File: src/rtl/fsm_stream_arbiter.sv
// Round-robin scheduler sharing one serial sequence detector among N_REQ requesters.
// Grants a requester, clears the detector, shifts its word MSB-first and returns the hit count.
module fsm_stream_arbiter #(
  parameter int unsigned N_REQ  = 4,
  parameter int unsigned WORD_W = 8
) (
  input  logic                          clk,
  input  logic                          rst,
  input  logic [N_REQ-1:0]              req,
  input  logic [N_REQ*WORD_W-1:0]       data,
  output logic [N_REQ-1:0]              gnt,
  output logic                          busy,
  output logic                          done,
  output logic [$clog2(N_REQ)-1:0]      done_id,
  output logic [$clog2(WORD_W+1)-1:0]   hits,
  output logic                          det_rst_n,
  output logic                          det_x,
  input  logic                          det_y
);

  localparam int unsigned ID_W  = $clog2(N_REQ);
  localparam int unsigned HIT_W = $clog2(WORD_W + 1);
  localparam int unsigned CNT_W = (WORD_W > 1) ? $clog2(WORD_W) : 1;

  typedef enum logic [2:0] {
    ST_IDLE,
    ST_CLEAR,
    ST_SHIFT,
    ST_DRAIN,
    ST_DONE
  } state_t;

  state_t             state_q;
  logic [N_REQ-1:0]   gnt_q;
  logic               busy_q;
  logic               done_q;
  logic [ID_W-1:0]    done_id_q;
  logic [HIT_W-1:0]   hits_q;
  logic               det_rst_n_q;
  logic               det_x_q;
  logic [ID_W-1:0]    ptr_q;
  logic [ID_W-1:0]    gid_q;
  logic [CNT_W-1:0]   cnt_q;
  logic [WORD_W-1:0]  sr_q;
  logic [HIT_W-1:0]   acc_q;

  logic               sel_vld;
  logic [ID_W-1:0]    sel_id;
  logic [WORD_W-1:0]  sel_word;
  int unsigned        scan_idx;
  logic [ID_W-1:0]    ptr_next;

  // First requesting index at or after ptr_q, wrapping modulo N_REQ.
  always_comb begin
    sel_vld  = 1'b0;
    sel_id   = '0;
    sel_word = '0;
    scan_idx = 0;
    for (int unsigned i = 0; i < N_REQ; i++) begin
      scan_idx = (32'(ptr_q) + i) % N_REQ;
      if (!sel_vld && req[ID_W'(scan_idx)]) begin
        sel_vld = 1'b1;
        sel_id  = ID_W'(scan_idx);
      end
    end
    for (int unsigned i = 0; i < N_REQ; i++) begin
      if (ID_W'(i) == sel_id) begin
        sel_word = data[i*WORD_W +: WORD_W];
      end
    end
  end

  assign ptr_next = (gid_q == ID_W'(N_REQ - 1)) ? '0 : gid_q + ID_W'(1);

  // Transfer sequencer; every output is a register updated with the state.
  always_ff @(posedge clk) begin
    if (rst) begin
      state_q     <= ST_IDLE;
      gnt_q       <= '0;
      busy_q      <= 1'b0;
      done_q      <= 1'b0;
      done_id_q   <= '0;
      hits_q      <= '0;
      det_rst_n_q <= 1'b0;
      det_x_q     <= 1'b0;
      ptr_q       <= '0;
      gid_q       <= '0;
      cnt_q       <= '0;
      sr_q        <= '0;
      acc_q       <= '0;
    end else begin
      case (state_q)
        ST_IDLE: begin
          done_q      <= 1'b0;
          busy_q      <= 1'b0;
          det_x_q     <= 1'b0;
          det_rst_n_q <= 1'b1;
          if (sel_vld) begin
            state_q     <= ST_CLEAR;
            gid_q       <= sel_id;
            sr_q        <= sel_word;
            gnt_q       <= N_REQ'(1) << sel_id;
            busy_q      <= 1'b1;
            det_rst_n_q <= 1'b0;
          end
        end
        ST_CLEAR: begin
          state_q     <= ST_SHIFT;
          acc_q       <= '0;
          cnt_q       <= '0;
          det_rst_n_q <= 1'b1;
          det_x_q     <= sr_q[WORD_W-1];
          sr_q        <= sr_q << 1;
        end
        ST_SHIFT: begin
          // The first SHIFT cycle still shows the response to the cleared detector.
          if (det_y && (cnt_q != '0)) begin
            acc_q <= acc_q + HIT_W'(1);
          end
          if (cnt_q == CNT_W'(WORD_W - 1)) begin
            state_q <= ST_DRAIN;
            det_x_q <= 1'b0;
          end else begin
            cnt_q   <= cnt_q + CNT_W'(1);
            det_x_q <= sr_q[WORD_W-1];
            sr_q    <= sr_q << 1;
          end
        end
        ST_DRAIN: begin
          state_q   <= ST_DONE;
          gnt_q     <= '0;
          done_q    <= 1'b1;
          done_id_q <= gid_q;
          hits_q    <= acc_q + HIT_W'(det_y);
          ptr_q     <= ptr_next;
          det_x_q   <= 1'b0;
        end
        ST_DONE: begin
          state_q <= ST_IDLE;
          done_q  <= 1'b0;
          busy_q  <= 1'b0;
        end
        default: begin
          state_q <= ST_IDLE;
        end
      endcase
    end
  end

  assign gnt       = gnt_q;
  assign busy      = busy_q;
  assign done      = done_q;
  assign done_id   = done_id_q;
  assign hits      = hits_q;
  assign det_rst_n = det_rst_n_q;
  assign det_x     = det_x_q;

endmodule

File: config.mk
export PLATFORM = sky130hd
export DESIGN_NAME = fsm_stream_arbiter
export DESIGN_NICKNAME = d
export VERILOG_FILES = /design/src/rtl/fsm_stream_arbiter.sv
export SDC_FILE = /design/constraint.sdc
export NUM_CORES = 1
export LEC_CHECK = 0
export CORE_MARGIN = 5
export CORE_UTILIZATION = 54
export DETAILED_ROUTE_END_ITERATION = 6
export GPL_ROUTABILITY_DRIVEN = 0
export GPL_TIMING_DRIVEN = 0
export MAX_ROUTING_LAYER = met4
export PLACE_DENSITY_LB_ADDON = 0.1
export RECOVER_POWER = 50
export SYNTH_ARGS = -nofsm -noshare
export SYNTH_HDL_FRONTEND = slang
export SYNTH_SLANG_ARGS = --single-unit
File: constraint.sdc
create_clock -name clk -period 2.8 [get_ports clk]
set_input_delay 0.28 -clock clk [delete_from_list [all_inputs] [get_ports clk]]
set_output_delay 0.28 -clock clk [all_outputs]
set_load 0.005 [all_outputs]
-- Word level (Yosys, flattened, before mapping)
Cells that the tools add are included.
- register bits after elaboration: 36
- input port bits: 39
- output and inout port bits: 14
- word-level logic and storage cells: 103
- add/sub/neg operators: 7
- $lt $le $gt $ge: 4
- equal/unequal tests: 13
- shift operators: 1
- muxes and demuxes: 40
- reductions and logical operators: 25
- operator list (cell ; number):
    $mux 8 ; 6
    $pmux 8 s3 ; 1
    $pmux 4 s2 ; 2
    $lt 2x3->1 const B ; 4
    $pmux 3 s4 ; 1
    $mux 1 ; 11
    $mux 2 ; 5
    $reduce_and 2->1 ; 5
    $reduce_bool 2->1 ; 5
    $mux 3 ; 3
    $reduce_bool 3->1 ; 3
    $bmux 1 s2 ; 4
    $mux 4 ; 2
    $ne 2x2->1 const B ; 4
    $eq 3x2->1 const B ; 2
    $eq 3x3->1 const B ; 2
    $pmux 1 s2 ; 3
    $pmux 3 s2 ; 1
    $add 2x1->2 const B ; 2
    $add 2x2->2 const B ; 2
    $add 4x1->4 ; 1
    $add 4x1->4 const B ; 1
    $eq 2x2->1 const A ; 2
    $logic_and 1x1->1 ; 4
    11 further kinds ; 14

-- Longest topological paths before layout
Gate-level depths: netlist of run 1.
- depth after elaboration: 19
- mapped depth: 7
- gate-level depth less buffers: 7

-- Least setup slack after synthesis of run 1
OpenSTA, ideal clock, no wires.
- path kind: reg-to-reg
- start: register cnt_q[0]
- end: register sr_q[6]
- library setup time: 0.134 ns
- data arrival time: 1.781 ns
- required time: 2.666 ns
- setup slack: 0.885 ns
- stages on the path, launching flop included: 8
- path buffers: 0
- clock period less this slack: 1.915 ns
- cells stage by stage: dfxtp_1 > ha_1 > ha_1 > or3b_2 > a21oi_1 > o21ai_0 > a2111oi_0 > nor4_1
- longest elaborated chain between the ends: 3
- RTL lines (element ; RTL line ; RTL):
    start: declaration ; 43 ; logic [CNT_W-1:0] cnt_q;
    start signal: assignment ; 124 ; cnt_q <= cnt_q + CNT_W'(1);
    $eq 3x3->1 ; 120 ; if (cnt_q == CNT_W'(WORD_W - 1)) begin
    $ne 2x2->1 (no source line) ; - ;
    $reduce_and 3->1 (no source line) ; - ;
    end signal: assignment ; 101 ; sr_q <= sel_word;
    end signal: assignment ; 113 ; sr_q <= sr_q << 1;
    end signal: assignment ; 126 ; sr_q <= sr_q << 1;
    end: declaration ; 44 ; logic [WORD_W-1:0] sr_q;
Every way passes these cells.
A chain may end at the register's enable or synchronous reset.

-- Final worst setup path of run 1
- start: register state_q[0]
- end: register sr_q[1]
- longest elaborated chain between the ends: 3
- elaborated cells between the ends (all ways): 8
- classes of those cells: 4 x eq/ne; 1 x mux; 3 x reduce/logical
- RTL lines (element ; RTL line ; RTL):
    start: declaration ; 33 ; state_t state_q;
    start signal: assignment ; 78 ; state_q <= ST_IDLE;
    start signal: assignment ; 99 ; state_q <= ST_CLEAR;
    start signal: assignment ; 108 ; state_q <= ST_SHIFT;
    $eq 3x2->1, or another cell as far along ; 92 ; case (state_q)
    $ne 2x2->1 (no source line) or $reduce_bool 3->1 (tied branches) ; - ;
    $reduce_and 3->1 (no source line) ; - ;
Parallel ways exist; a longest one is shown, timed or not.

==> metrics.txt, run 1 <==
# TYPE chip_impl_metric gauge
chip_impl_info{name="outcome",value="completed"} 1
chip_impl_metric{name="grt_overall_usage",unit="%"} 24.11
chip_impl_metric{name="remaining_drc_errors",unit=""} 0
chip_impl_metric{name="dieWidth",unit="um"} 74.06
chip_impl_metric{name="syn2layout_area_growth",unit="%"} 28.85
chip_impl_metric{name="timing.final.setup_violations",unit=""} 0
chip_impl_metric{name="maximum_clock_skew_at_final_layout",unit="ns"} 0.007348
chip_impl_metric{name="cts_hold_buffers",unit=""} 0
chip_impl_info{name="yosys.area.top_type",value="dfxtp_1"} 1
chip_impl_metric{name="cts_setup_buffers",unit=""} 0
chip_impl_metric{name="yosysWarnings",unit=""} 0
chip_impl_metric{name="vias_per_cell",unit=""} 5.793
chip_impl_info{name="most_frequent_cell_after_synthesis",value="dfxtp_1"} 1
chip_impl_metric{name="first_global_vias",unit=""} 2141
chip_impl_metric{name="actual_slew_at_the_worst_max_slew_pin",unit="ns"} 0.8133
chip_impl_metric{name="swShare",unit="%"} 35.70
chip_impl_info{name="combinational_family_with_the_most_area_after_synthesis",value="simple AND/OR/NAND/NOR gates"} 1
chip_impl_metric{name="slew_violations",unit=""} 0
chip_impl_metric{name="multiInputGateArea",unit="mm^2"} 0.001379
chip_impl_metric{name="wl",unit="um"} 6019
chip_impl_metric{name="pwr_density_cell",unit="mW/mm^2"} 633.8
chip_impl_metric{name="ys_ff_latch",unit=""} 36
chip_impl_metric{name="pin_count_of_the_biggest_net_entering_global_routing",unit=""} 12
chip_impl_metric{name="cts.repair.resized",unit=""} 0
chip_impl_metric{name="finalHoldViolCount",unit=""} 0
chip_impl_metric{name="timing.critical_path.slowest_cell_delay",unit="ns"} 0.57
chip_impl_metric{name="grt_antenna_before_repair",unit=""} 0
chip_impl_metric{name="firstDrtPassIters",unit=""} 4
chip_impl_metric{name="port_buffers",unit=""} 47
chip_impl_info{name="critical_path.cell_chain",value="clkbuf_1 -> clkinv_1 -> o21ai_0 -> o211ai_1 -> a2111oi_0 -> nor4_1"} 1
chip_impl_metric{name="worst_path_arrival",unit="ns"} 2.30
chip_impl_metric{name="timing.setup.tns",unit="ns"} 0
chip_impl_metric{name="syn_area_per_cell",unit="um^2"} 8.000
chip_impl_info{name="crit_path_max_delay_cell_type",value="a2111oi_0"} 1
chip_impl_metric{name="i_o_pin_total",unit=""} 53
chip_impl_metric{name="hpwl",unit="um"} 4361
chip_impl_metric{name="detailroute.via_count",unit=""} 2213
chip_impl_metric{name="asyncSetResetFlopFracSynth",unit="%"} 0
chip_impl_metric{name="layout-drive-gt1-share",unit="%"} 9.940
chip_impl_metric{name="placementRows",unit=""} 23
chip_impl_info{name="worstHoldPathType",value="input pin to flip-flop"} 1
chip_impl_metric{name="fin_crit_sh",unit="%"} 76.95
chip_impl_metric{name="p_clk_share",unit="%"} 25.0
chip_impl_metric{name="fraction_of_the_mapped_netlist_area_in_adder_cells",unit="%"} 3.953
chip_impl_metric{name="synthCells",unit=""} 277
chip_impl_metric{name="start_util",unit="%"} 55.40
chip_impl_info{name="dominantRegCellSynth",value="dfxtp_1"} 1
chip_impl_info{name="cts_tree",value="done"} 1
chip_impl_info{name="ys_top_cells_by_count",value="dfxtp_1, a21oi_1, nor2_1"} 1
chip_impl_metric{name="finish.instance_area",unit="mm^2"} 0.002855
chip_impl_metric{name="synth.lib_cells_used.distinct",unit=""} 52
chip_impl_metric{name="place_area",unit="mm^2"} 0.002749
chip_impl_metric{name="clock_sink_count",unit=""} 36
chip_impl_metric{name="timing.final.crit_period",unit="ns"} 2.155
chip_impl_metric{name="worst_skew_pair.late_latency",unit="ns"} 0.29
chip_impl_info{name="root_buffer",value="clkbuf_8"} 1
chip_impl_metric{name="slew_headroom",unit="%"} 45.54
chip_impl_metric{name="clock_path_buffers",unit=""} 2
chip_impl_metric{name="grt_pass1_wl",unit="um"} 9860
chip_impl_metric{name="p_sw",unit="W"} 0.0006461
chip_impl_metric{name="synth_mux_area_share",unit="%"} 1.920
chip_impl_metric{name="count_of_flip_flops_with_a_built_in_enable_after_synthesis",unit=""} 0
chip_impl_metric{name="area.sequential",unit="um^2"} 720.7
chip_impl_metric{name="ant_nets",unit=""} 0
chip_impl_info{name="grt_setup_unrepaired",value="no"} 1
chip_impl_metric{name="global_route.overflow_total",unit=""} 0
chip_impl_metric{name="antennaDiodeCount",unit=""} 0
chip_impl_metric{name="routed_wire_length_per_instance",unit="um"} 15.76
chip_impl_info{name="timing.setup.critical_path_class",value="flip-flop to flip-flop"} 1
chip_impl_metric{name="critical_path_peak_fanout",unit=""} 10
chip_impl_metric{name="post_synth_xor_area_fraction",unit="%"} 1.976
chip_impl_metric{name="ir_drop",unit="uV"} 479.3
chip_impl_metric{name="critPathRequiredTime",unit="ns"} 2.95
chip_impl_metric{name="synth_top_area_share",unit="%"} 32.52
chip_impl_info{name="timing.critical_path.from_type",value="flip-flop"} 1
chip_impl_info{name="cp-end-kind",value="flip-flop"} 1
chip_impl_metric{name="nNetsFinal",unit=""} 377
chip_impl_metric{name="cts_made_buffers",unit=""} 5
chip_impl_metric{name="synth_simple_gate_area_share",unit="%"} 27.78
chip_impl_metric{name="htreeDepth",unit=""} 2
chip_impl_metric{name="floorplan.die_area",unit="mm^2"} 0.005485
chip_impl_metric{name="timing.fmax",unit="MHz"} 464.1
chip_impl_metric{name="mappedNetlistArea",unit="mm^2"} 0.002216
chip_impl_metric{name="synthesized_area_fraction_occupied_by_ao_oa_aoi_and_oai_cells",unit="%"} 26.60
chip_impl_metric{name="die_span_in_y",unit="um"} 74.06
chip_impl_metric{name="synth.net_count",unit=""} 323
chip_impl_metric{name="seqPwrFrac",unit="%"} 36.0
chip_impl_metric{name="fillCellCount",unit=""} 349
chip_impl_info{name="top_post_synthesis_cells_by_area",value="dfxtp_1, a21oi_1, nor2_1, o21ai_0, nand2_1"} 1
chip_impl_metric{name="leakagePower",unit="nW"} 1.049
chip_impl_metric{name="cts.clk_slew.worst_paths",unit="ns"} 0.08
chip_impl_metric{name="p_int",unit="W"} 0.001164
chip_impl_metric{name="max_cap_violations",unit=""} 0
chip_impl_metric{name="drt-initial-drc-count",unit=""} 171
chip_impl_metric{name="synth_sequential_area_ratio",unit="%"} 32.52
chip_impl_metric{name="pwr-share-comb",unit="%"} 39.1
chip_impl_metric{name="core-area",unit="mm^2"} 0.004000
-- layout by cell type, fill, tap and decap left out, types with 8 or more instances in the layout --
master           Yosys  final
a21oi_1             27     27
clkbuf_1             7      9
clkdlybuf4s50_1      0     33
dfxtp_1             36     36
dlygate4sd3_1        0     14
nand2_1             25     25
nand3b_1             8      8
nor2_1              27     27
nor3b_1              8      8
o21a_1               8      8
o21ai_0             20     20
-- power groups by stage --
stage | Clock (W) | Combinational [W] | Sequential, W
2_1_floorplan | 0 | 0.000494 | 0.000646
3_3_place_gp | 0 | 0.000700 | 0.000658
3_5_place_dp | 0 | 0.000708 | 0.000661
4_1_cts | 0.000455 | 0.000713 | 0.000650
5_1_grt | 0.000488 | 0.000786 | 0.000661
6_report | 0.000452 | 0.000707 | 0.000651
-- state kept, by name, indices dropped and copies added (netlist names) --
register / count
cnt_q: 3
gid_q: 2
sr_q: 8
done_id: 2
det_x: 1
det_rst_n: 1
acc_q: 4
gnt: 4
busy: 1
hits: 4
done: 1
ptr_q: 2
state_q: 3
-- final timing paths --
check | from | end | slack, ns | depth (start not counted)
max | state_q[0] | sr_q[1] | 0.65 | 6
min | req[0] | state_q[0] | 0.33 | 3
max reg2reg | state_q[0] | sr_q[1] | 0.65 | 6
min reg2reg | hits[1] | hits[1] | 0.46 | 2
-- through the flow --
step / worst slack, ns / power [W] / std cells / utilization [%] / hold slack [ns]
after global routing: 0.4293 / 0.001935 / 382 / 71.38 / 0.3345
final: 0.6455 / 0.001810 / 382 / 71.38 / 0.3338
after CTS: 0.6596 / 0.001818 / 382 / 71.41 / 0.3316
after detailed placement: 0.6950 / 0.001369 / 374 / 68.72 / 0.4508
after floorplan: 0.8850 / 0.001140 / 277 / - / 0.4483
after global placement: 0.6852 / 0.001358 / 374 / 68.72 / 0.4470
-- worst max-delay path, delay by kind of cell, from the launching register on --
kind                   cells  cell delay (ns)
AOI/OAI and AO/OA          3             0.86
and+or+nand+nor            1             0.10
DFF                        1             0.33
buffers and inverters      2             0.72
-- metal layers --
layer / vias to the layer above / track usage [%] / wire (um)
met2: 60 / 38.09 / 2907
met3: 8 / 6.622 / 308
met5: - / - / 0
li1: 1113 / - / -
met1: 1032 / 29.93 / 2732
met4: 0 / 7.445 / 70
-- final cells by class --
cell class / count / area share (%)
Clock inverter: 2 / 1.227
Sequential cell: 36 / 25.24
Tap cell: 50 / 2.191
Clock buffer: 6 / 2.542
Multi-Input combinational cell: 217 / 48.29
Buffer: 18 / 3.243
Timing Repair Buffer: 47 / 16.48
Inverter: 6 / 0.7888
-- cells by family (layout without fill, tap and decap cells) --
family	count (synthesis)	in the layout
AO/OA/AOI/OAI	88	88
flip-flops	36	36
XOR/XNOR	5	5
adder cells (fa/ha/maj)	7	7
buffers and inverters	24	79
multiplexers	4	4
AND/OR/NAND/NOR	113	113
Note: power is estimated with default switching activity, not from simulation.
==> run 2, diff against run 1 <==
--- a/config.mk
+++ b/config.mk
@@ -6,7 +6,7 @@
 export NUM_CORES = 1
 export LEC_CHECK = 0
 export CORE_MARGIN = 5
-export CORE_UTILIZATION = 54
+export CORE_UTILIZATION = 45
 export DETAILED_ROUTE_END_ITERATION = 6
 export GPL_ROUTABILITY_DRIVEN = 0
 export GPL_TIMING_DRIVEN = 0
==> constraint.sdc (replaced) <==
create_clock -name clk -period 1.8 [get_ports clk]
set_input_delay 0.18 -clock clk [delete_from_list [all_inputs] [get_ports clk]]
set_output_delay 0.18 -clock clk [all_outputs]
set_load 0.005 [all_outputs]
==> metrics.txt, run 2 (synthesis results as in run 1) <==
# TYPE chip_impl_metric gauge
chip_impl_metric{name="wl",unit="um"} 6665
chip_impl_metric{name="hpwl",unit="um"} 4481
chip_impl_metric{name="slew_headroom",unit="%"} 58.65
chip_impl_metric{name="die_span_in_y",unit="um"} 80.17
chip_impl_metric{name="pin_count_of_the_biggest_net_entering_global_routing",unit=""} 12
chip_impl_metric{name="pwr_density_cell",unit="mW/mm^2"} 965.5
chip_impl_metric{name="timing.final.setup_violations",unit=""} 2
chip_impl_metric{name="timing.critical_path.slowest_cell_delay",unit="ns"} 0.43
chip_impl_metric{name="core-area",unit="mm^2"} 0.004755
chip_impl_metric{name="drt-initial-drc-count",unit=""} 153
chip_impl_metric{name="cts.clk_slew.worst_paths",unit="ns"} 0.08
chip_impl_info{name="layout_commonest_cell",value="clkdlybuf4s50_1"} 1
chip_impl_metric{name="post-route-util",unit="%"} 67.66
chip_impl_metric{name="dp_worst_setup_slack",unit="ns"} -0.2793
chip_impl_metric{name="grt_overall_usage",unit="%"} 21.62
chip_impl_metric{name="fin_worst_setup_slack",unit="ns"} -0.06441
chip_impl_metric{name="i_o_pin_total",unit=""} 53
chip_impl_metric{name="clock_path_buffers",unit=""} 2
chip_impl_metric{name="syn2layout_area_growth",unit="%"} 45.17
chip_impl_metric{name="critical_path_peak_fanout",unit=""} 5
chip_impl_metric{name="cts_made_buffers",unit=""} 5
chip_impl_metric{name="dieWidth",unit="um"} 80.17
chip_impl_metric{name="worst_path_arrival",unit="ns"} 2.02
chip_impl_info{name="crit_path_max_delay_cell_type",value="or3b_4"} 1
chip_impl_metric{name="critPathRequiredTime",unit="ns"} 1.96
chip_impl_metric{name="detailroute.via_count",unit=""} 2340
chip_impl_metric{name="first_global_vias",unit=""} 2289
chip_impl_metric{name="gr_util_met3",unit="%"} 4.036
chip_impl_metric{name="routed_wire_length_per_instance",unit="um"} 15.94
chip_impl_metric{name="htreeDepth",unit=""} 2
chip_impl_metric{name="finish.instance_area",unit="mm^2"} 0.003217
chip_impl_metric{name="timing.fmax",unit="MHz"} 536.4
chip_impl_info{name="root_buffer",value="clkbuf_8"} 1
chip_impl_metric{name="grt_util_met2",unit="%"} 35.18
chip_impl_metric{name="max_cap_violations",unit=""} 0
chip_impl_metric{name="start_util",unit="%"} 46.61
chip_impl_info{name="violated_checks",value="setup timing"} 1
chip_impl_info{name="critical_path.cell_chain",value="ha_4 -> ha_4 -> or3b_4 -> a21oi_2 -> o21ai_2 -> a2111oi_4 -> nor4_1"} 1
chip_impl_metric{name="timing.final.crit_period",unit="ns"} 1.864
chip_impl_info{name="regMostFlops",value="sr_q"} 1
chip_impl_metric{name="remaining_drc_errors",unit=""} 0
chip_impl_info{name="layout.cells.most_common_list",value="clkdlybuf4s50_1, dfxtp_1, a21oi_1, nand2_1, nor2_1"} 1
chip_impl_metric{name="ant_nets",unit=""} 0
chip_impl_metric{name="firstDrtPassIters",unit=""} 4
chip_impl_metric{name="nNetsFinal",unit=""} 396
chip_impl_metric{name="floorplan.die_area",unit="mm^2"} 0.006427
chip_impl_metric{name="placementRows",unit=""} 25
chip_impl_metric{name="leakagePower",unit="nW"} 1.135
chip_impl_metric{name="met1_usage",unit="%"} 27.04
chip_impl_metric{name="vias_per_cell",unit=""} 5.598
chip_impl_metric{name="global_route.overflow_total",unit=""} 0
chip_impl_metric{name="port_buffers",unit=""} 47
chip_impl_metric{name="number_of_flip_flops_in_the_largest_register",unit=""} 8
chip_impl_info{name="timing.critical_path.from_type",value="flip-flop"} 1
chip_impl_info{name="cp-end-kind",value="flip-flop"} 1
chip_impl_metric{name="antennaDiodeCount",unit=""} 0
chip_impl_info{name="cts_tree",value="done"} 1
chip_impl_metric{name="actual_slew_at_the_worst_max_slew_pin",unit="ns"} 0.6203
chip_impl_metric{name="clock_sink_count",unit=""} 36
chip_impl_info{name="critPathMostFrequentCell",value="ha_4"} 1
chip_impl_metric{name="ir_drop",unit="uV"} 568.8
chip_impl_metric{name="grt_antenna_before_repair",unit=""} 0
chip_impl_metric{name="layout-drive-gt1-share",unit="%"} 24.22
chip_impl_metric{name="fin_crit_sh",unit="%"} 103.6
chip_impl_metric{name="fin_hold_ws",unit="ns"} 0.2734
chip_impl_metric{name="maximum_clock_skew_at_final_layout",unit="ns"} 0.01052
chip_impl_info{name="grt_setup_unrepaired",value="yes"} 1
chip_impl_metric{name="slew_violations",unit=""} 0
chip_impl_metric{name="finalHoldViolCount",unit=""} 0
chip_impl_metric{name="place_area",unit="mm^2"} 0.002773
chip_impl_info{name="worstHoldPathType",value="input pin to flip-flop"} 1
chip_impl_metric{name="worst_skew_pair.late_latency",unit="ns"} 0.30
chip_impl_metric{name="timing.setup.tns",unit="ns"} -0.07337
chip_impl_info{name="busiest_layer",value="met2"} 1
chip_impl_metric{name="grt_pass1_wl",unit="um"} 10660
chip_impl_info{name="timing.setup.critical_path_class",value="flip-flop to flip-flop"} 1
chip_impl_info{name="outcome",value="finished with violations"} 1
==> run 2: cell types whose count changed in the layout (fill, tap and decap cells not counted), sizes merged <==
cell,before,now
clkdlybuf4s50,33,47
buf,10,29
dlygate4sd3,14,0
bufinv,1,0
a21oi,29,30
clkinvlp,0,1
clkbuf,14,13
==> run 2: timing repair <==
item / CTS / global route
setup buffers: 7 / 11
gates resized for setup: 27 / 32
cloned: 0 / 1
pin swaps: 10 / 20
hold buffers: 0 / 0
setup endpoints to repair: 9 / 21
==> run 2: report_power, final <==
group	internal [W]	switching (W)	total, W
Combinational	0.000684	0.000774	0.00146
Clock	0.000306	0.000311	0.000617
Sequential	0.000927	0.000105	0.00103
==> run 2: path summary, 6_finish.rpt <==
check / cells past startpoint / to / start / slack, ns
worst max-delay path: 7 / sr_q[6] / cnt_q[0] / -0.06
worst min-delay path: 2 / gnt[2] / rst / 0.27
worst max register to register: 7 / sr_q[6] / cnt_q[0] / -0.06
worst min register to register: 2 / hits[0] / hits[0] / 0.46
==> run 2: layout make-up <==
type	instances	area, um^2
inverters	6	26.28
well taps	67	83.83
clock buffers	6	82.58
repair buffers	65	613.1
multi-input cells	218	1577
flip-flops and latches	36	724.4
fillers	415	1538
plain buffers	18	100.1
clock inverters	2	10.01
==> run 2: layer usage <==
layer | vias up | part of all wire (%)
met5 | - | 0
met4 | 0 | 1.5
met3 | 11 | 4.3
met2 | 58 | 50
met1 | 1119 | 44
li1 | 1152 | -
==> run 2: through the flow <==
stage               total power, W  cells
floorplan                 0.001778    277
global placement          0.002130    391
detailed placement        0.002137    391
CTS                       0.002870    406
global route              0.003303    418
finish                    0.003106    418
==> run 2: critical path, delay by kind of cell, from the launching register on <==
family,cells,cell delay [ns]
flops,1,0.34
compound gates,3,0.55
fa+ha+maj,2,0.31
simple gates,2,0.53
==> run 3, diff against run 2 <==
--- a/config.mk
+++ b/config.mk
@@ -10,7 +10,6 @@
 export DETAILED_ROUTE_END_ITERATION = 6
 export GPL_ROUTABILITY_DRIVEN = 0
 export GPL_TIMING_DRIVEN = 0
-export MAX_ROUTING_LAYER = met4
 export PLACE_DENSITY_LB_ADDON = 0.1
 export RECOVER_POWER = 50
 export SYNTH_ARGS = -nofsm -noshare
==> metrics.txt, run 3 (synthesis results as in run 1) <==
# TYPE chip_impl_metric gauge
chip_impl_metric{name="htreeDepth",unit=""} 2
chip_impl_metric{name="die_span_in_y",unit="um"} 80.17
chip_impl_metric{name="fin_crit_sh",unit="%"} 103.8
chip_impl_metric{name="start_util",unit="%"} 46.61
chip_impl_metric{name="global_route.overflow_total",unit=""} 0
chip_impl_metric{name="routed_wire_length_per_instance",unit="um"} 15.98
chip_impl_metric{name="critPathRequiredTime",unit="ns"} 1.96
chip_impl_metric{name="fin_hold_ws",unit="ns"} 0.2624
chip_impl_info{name="worstHoldPathType",value="input pin to flip-flop"} 1
chip_impl_metric{name="slew_violations",unit=""} 0
chip_impl_metric{name="nNetsFinal",unit=""} 396
chip_impl_metric{name="grt_overall_usage",unit="%"} 21.11
chip_impl_metric{name="detailroute.via_count",unit=""} 2355
chip_impl_metric{name="antennaDiodeCount",unit=""} 0
chip_impl_info{name="critPathMostFrequentCell",value="ha_4"} 1
chip_impl_metric{name="finalHoldViolCount",unit=""} 0
chip_impl_metric{name="crit_buf_inv",unit=""} 0
chip_impl_info{name="cts_tree",value="done"} 1
chip_impl_info{name="outcome",value="finished with violations"} 1
chip_impl_metric{name="slew_headroom",unit="%"} 58.61
chip_impl_metric{name="i_o_pin_total",unit=""} 53
chip_impl_metric{name="vias_per_cell",unit=""} 5.634
chip_impl_metric{name="dieWidth",unit="um"} 80.17
chip_impl_metric{name="pwr_density_cell",unit="mW/mm^2"} 966.8
chip_impl_metric{name="timing.setup.tns",unit="ns"} -0.08547
chip_impl_metric{name="timing.final.crit_period",unit="ns"} 1.869
chip_impl_info{name="timing.setup.critical_path_class",value="flip-flop to flip-flop"} 1
chip_impl_info{name="critical_path.top_delay_family",value="compound AO/OA/AOI/OAI gates"} 1
chip_impl_metric{name="clock_sink_count",unit=""} 36
chip_impl_metric{name="core-area",unit="mm^2"} 0.004755
chip_impl_metric{name="drt-initial-drc-count",unit=""} 91
chip_impl_info{name="critical_path.cell_chain",value="ha_4 -> ha_4 -> or3b_4 -> a21oi_2 -> o21ai_2 -> a2111oi_4 -> nor4_1"} 1
chip_impl_metric{name="hpwl",unit="um"} 4481
chip_impl_metric{name="placed_cells_incl_taps",unit=""} 391
chip_impl_metric{name="timing.critical_path.slowest_cell_delay",unit="ns"} 0.43
chip_impl_metric{name="pin_count_of_the_biggest_net_entering_global_routing",unit=""} 12
chip_impl_metric{name="clock_path_buffers",unit=""} 2
chip_impl_metric{name="grt_pass1_wl",unit="um"} 10680
chip_impl_metric{name="fin_cells",unit=""} 418
chip_impl_metric{name="layout-drive-gt1-share",unit="%"} 24.22
chip_impl_metric{name="grt_antenna_before_repair",unit=""} 0
chip_impl_info{name="layout_commonest_cell",value="clkdlybuf4s50_1"} 1
chip_impl_metric{name="p_sw",unit="W"} 0.001194
chip_impl_info{name="root_buffer",value="clkbuf_8"} 1
chip_impl_metric{name="worst_skew_pair.late_latency",unit="ns"} 0.30
chip_impl_metric{name="syn2layout_area_growth",unit="%"} 45.17
chip_impl_metric{name="cts_hold_buffers",unit=""} 0
chip_impl_info{name="grt_setup_unrepaired",value="yes"} 1
chip_impl_metric{name="dp_worst_setup_slack",unit="ns"} -0.2793
chip_impl_info{name="regMostFlops",value="sr_q"} 1
chip_impl_metric{name="maximum_clock_skew_at_final_layout",unit="ns"} 0.01281
chip_impl_metric{name="seqPwrFrac",unit="%"} 33.2
chip_impl_metric{name="first_global_vias",unit=""} 2284
chip_impl_metric{name="firstDrtPassIters",unit=""} 4
chip_impl_metric{name="number_of_flip_flops_in_the_largest_register",unit=""} 8
chip_impl_metric{name="pwr-share-comb",unit="%"} 46.9
chip_impl_metric{name="fillCellCount",unit=""} 415
chip_impl_info{name="violated_checks",value="setup timing"} 1
chip_impl_metric{name="timing.final.setup_violations",unit=""} 2
chip_impl_metric{name="p_clk_share",unit="%"} 19.9
chip_impl_metric{name="placementRows",unit=""} 25
chip_impl_metric{name="cts.clk_slew.worst_paths",unit="ns"} 0.08
chip_impl_metric{name="wl",unit="um"} 6681
chip_impl_metric{name="place_area",unit="mm^2"} 0.002773
chip_impl_metric{name="finish.instance_area",unit="mm^2"} 0.003217
chip_impl_metric{name="max_cap_violations",unit=""} 0
chip_impl_info{name="layout.cells.most_common_list",value="clkdlybuf4s50_1, dfxtp_1, a21oi_1, nand2_1, nor2_1"} 1
chip_impl_metric{name="worst_path_arrival",unit="ns"} 2.03
chip_impl_metric{name="leakagePower",unit="nW"} 1.135
chip_impl_metric{name="timing.fmax",unit="MHz"} 535.0
chip_impl_metric{name="critical_path_peak_fanout",unit=""} 5
chip_impl_metric{name="floorplan.die_area",unit="mm^2"} 0.006427
chip_impl_info{name="cp-end-kind",value="flip-flop"} 1
chip_impl_metric{name="remaining_drc_errors",unit=""} 0
chip_impl_metric{name="fin_worst_setup_slack",unit="ns"} -0.06915
chip_impl_metric{name="ir_drop",unit="uV"} 566.2
chip_impl_metric{name="port_buffers",unit=""} 47
chip_impl_metric{name="ant_nets",unit=""} 0
chip_impl_metric{name="p_int",unit="W"} 0.001916
chip_impl_info{name="crit_path_max_delay_cell_type",value="or3b_4"} 1
chip_impl_info{name="timing.critical_path.from_type",value="flip-flop"} 1
chip_impl_metric{name="cts_made_buffers",unit=""} 5
chip_impl_metric{name="swShare",unit="%"} 38.39
chip_impl_metric{name="actual_slew_at_the_worst_max_slew_pin",unit="ns"} 0.6209
==> run 3: worst reg2reg max path, stage by stage (launching register included) <==
cell       delay [ns]
dfxtp_2          0.34
ha_4             0.16
ha_4             0.15
or3b_4           0.43
a21oi_2          0.18
o21ai_2          0.10
a2111oi_4        0.28
nor4_1           0.10
==> run 3: layout make-up <==
type	instances	area, um^2	area share [%]
Buffer	18	100.1	3.112
Clock buffer	6	82.58	2.567
Inverter	6	26.28	0.8168
Sequential cell	36	724.4	22.52
Timing Repair Buffer	65	613.1	19.06
Clock inverter	2	10.01	0.3112
Tap cell	67	83.83	2.606
Multi-Input combinational cell	218	1577	49.01
==> run 3: power groups by stage <==
stage | Combinational (W) | Clock (W) | Sequential, W
after CTS | 0.00123 | 0.000619 | 0.00102
after global placement | 0.00110 | 0 | 0.00103
final | 0.00146 | 0.000619 | 0.00103
after floorplan | 0.000772 | 0 | 0.00101
after global routing | 0.00159 | 0.000669 | 0.00105
after detailed placement | 0.00111 | 0 | 0.00103
==> run 3: timing repair <==
action | in CTS | in global routing
gates cloned | 0 | 1
gates resized for setup | 27 | 32
pin swaps | 10 | 20
setup endpoints to repair | 9 | 21
setup buffers | 7 | 11
==> run 3: path summary, 6_finish.rpt <==
| path | end | slack, ns | depth (start not counted) | from |
|---|---|---|---|---|
| hold / removal | gnt[2] | 0.26 | 2 | rst |
| setup reg to reg | sr_q[6] | -0.07 | 7 | cnt_q[0] |
| setup / recovery | sr_q[6] | -0.07 | 7 | cnt_q[0] |
| hold reg to reg | hits[0] | 0.46 | 2 | hits[0] |
==> run 3: per-layer routing <==
layer  vias to the layer above  routed length [um]  track usage, %  share of wire [%]
li1                       1151                   -               -                  -
met1                      1139                2978           27.17                 45
met2                        53                3345           35.02                 50
met3                        12                 263           4.260                3.9
met4                         0                  93           7.095                1.4
met5                         -                   0               0                  0
==> run 3: through the flow <==
stage | power [W] | utilization [%]
global route | 0.003304 | 67.66
detailed placement | 0.002137 | 58.32
CTS | 0.002870 | 63.32
floorplan | 0.001778 | -
global placement | 0.002130 | 58.32
finish | 0.003110 | 67.66
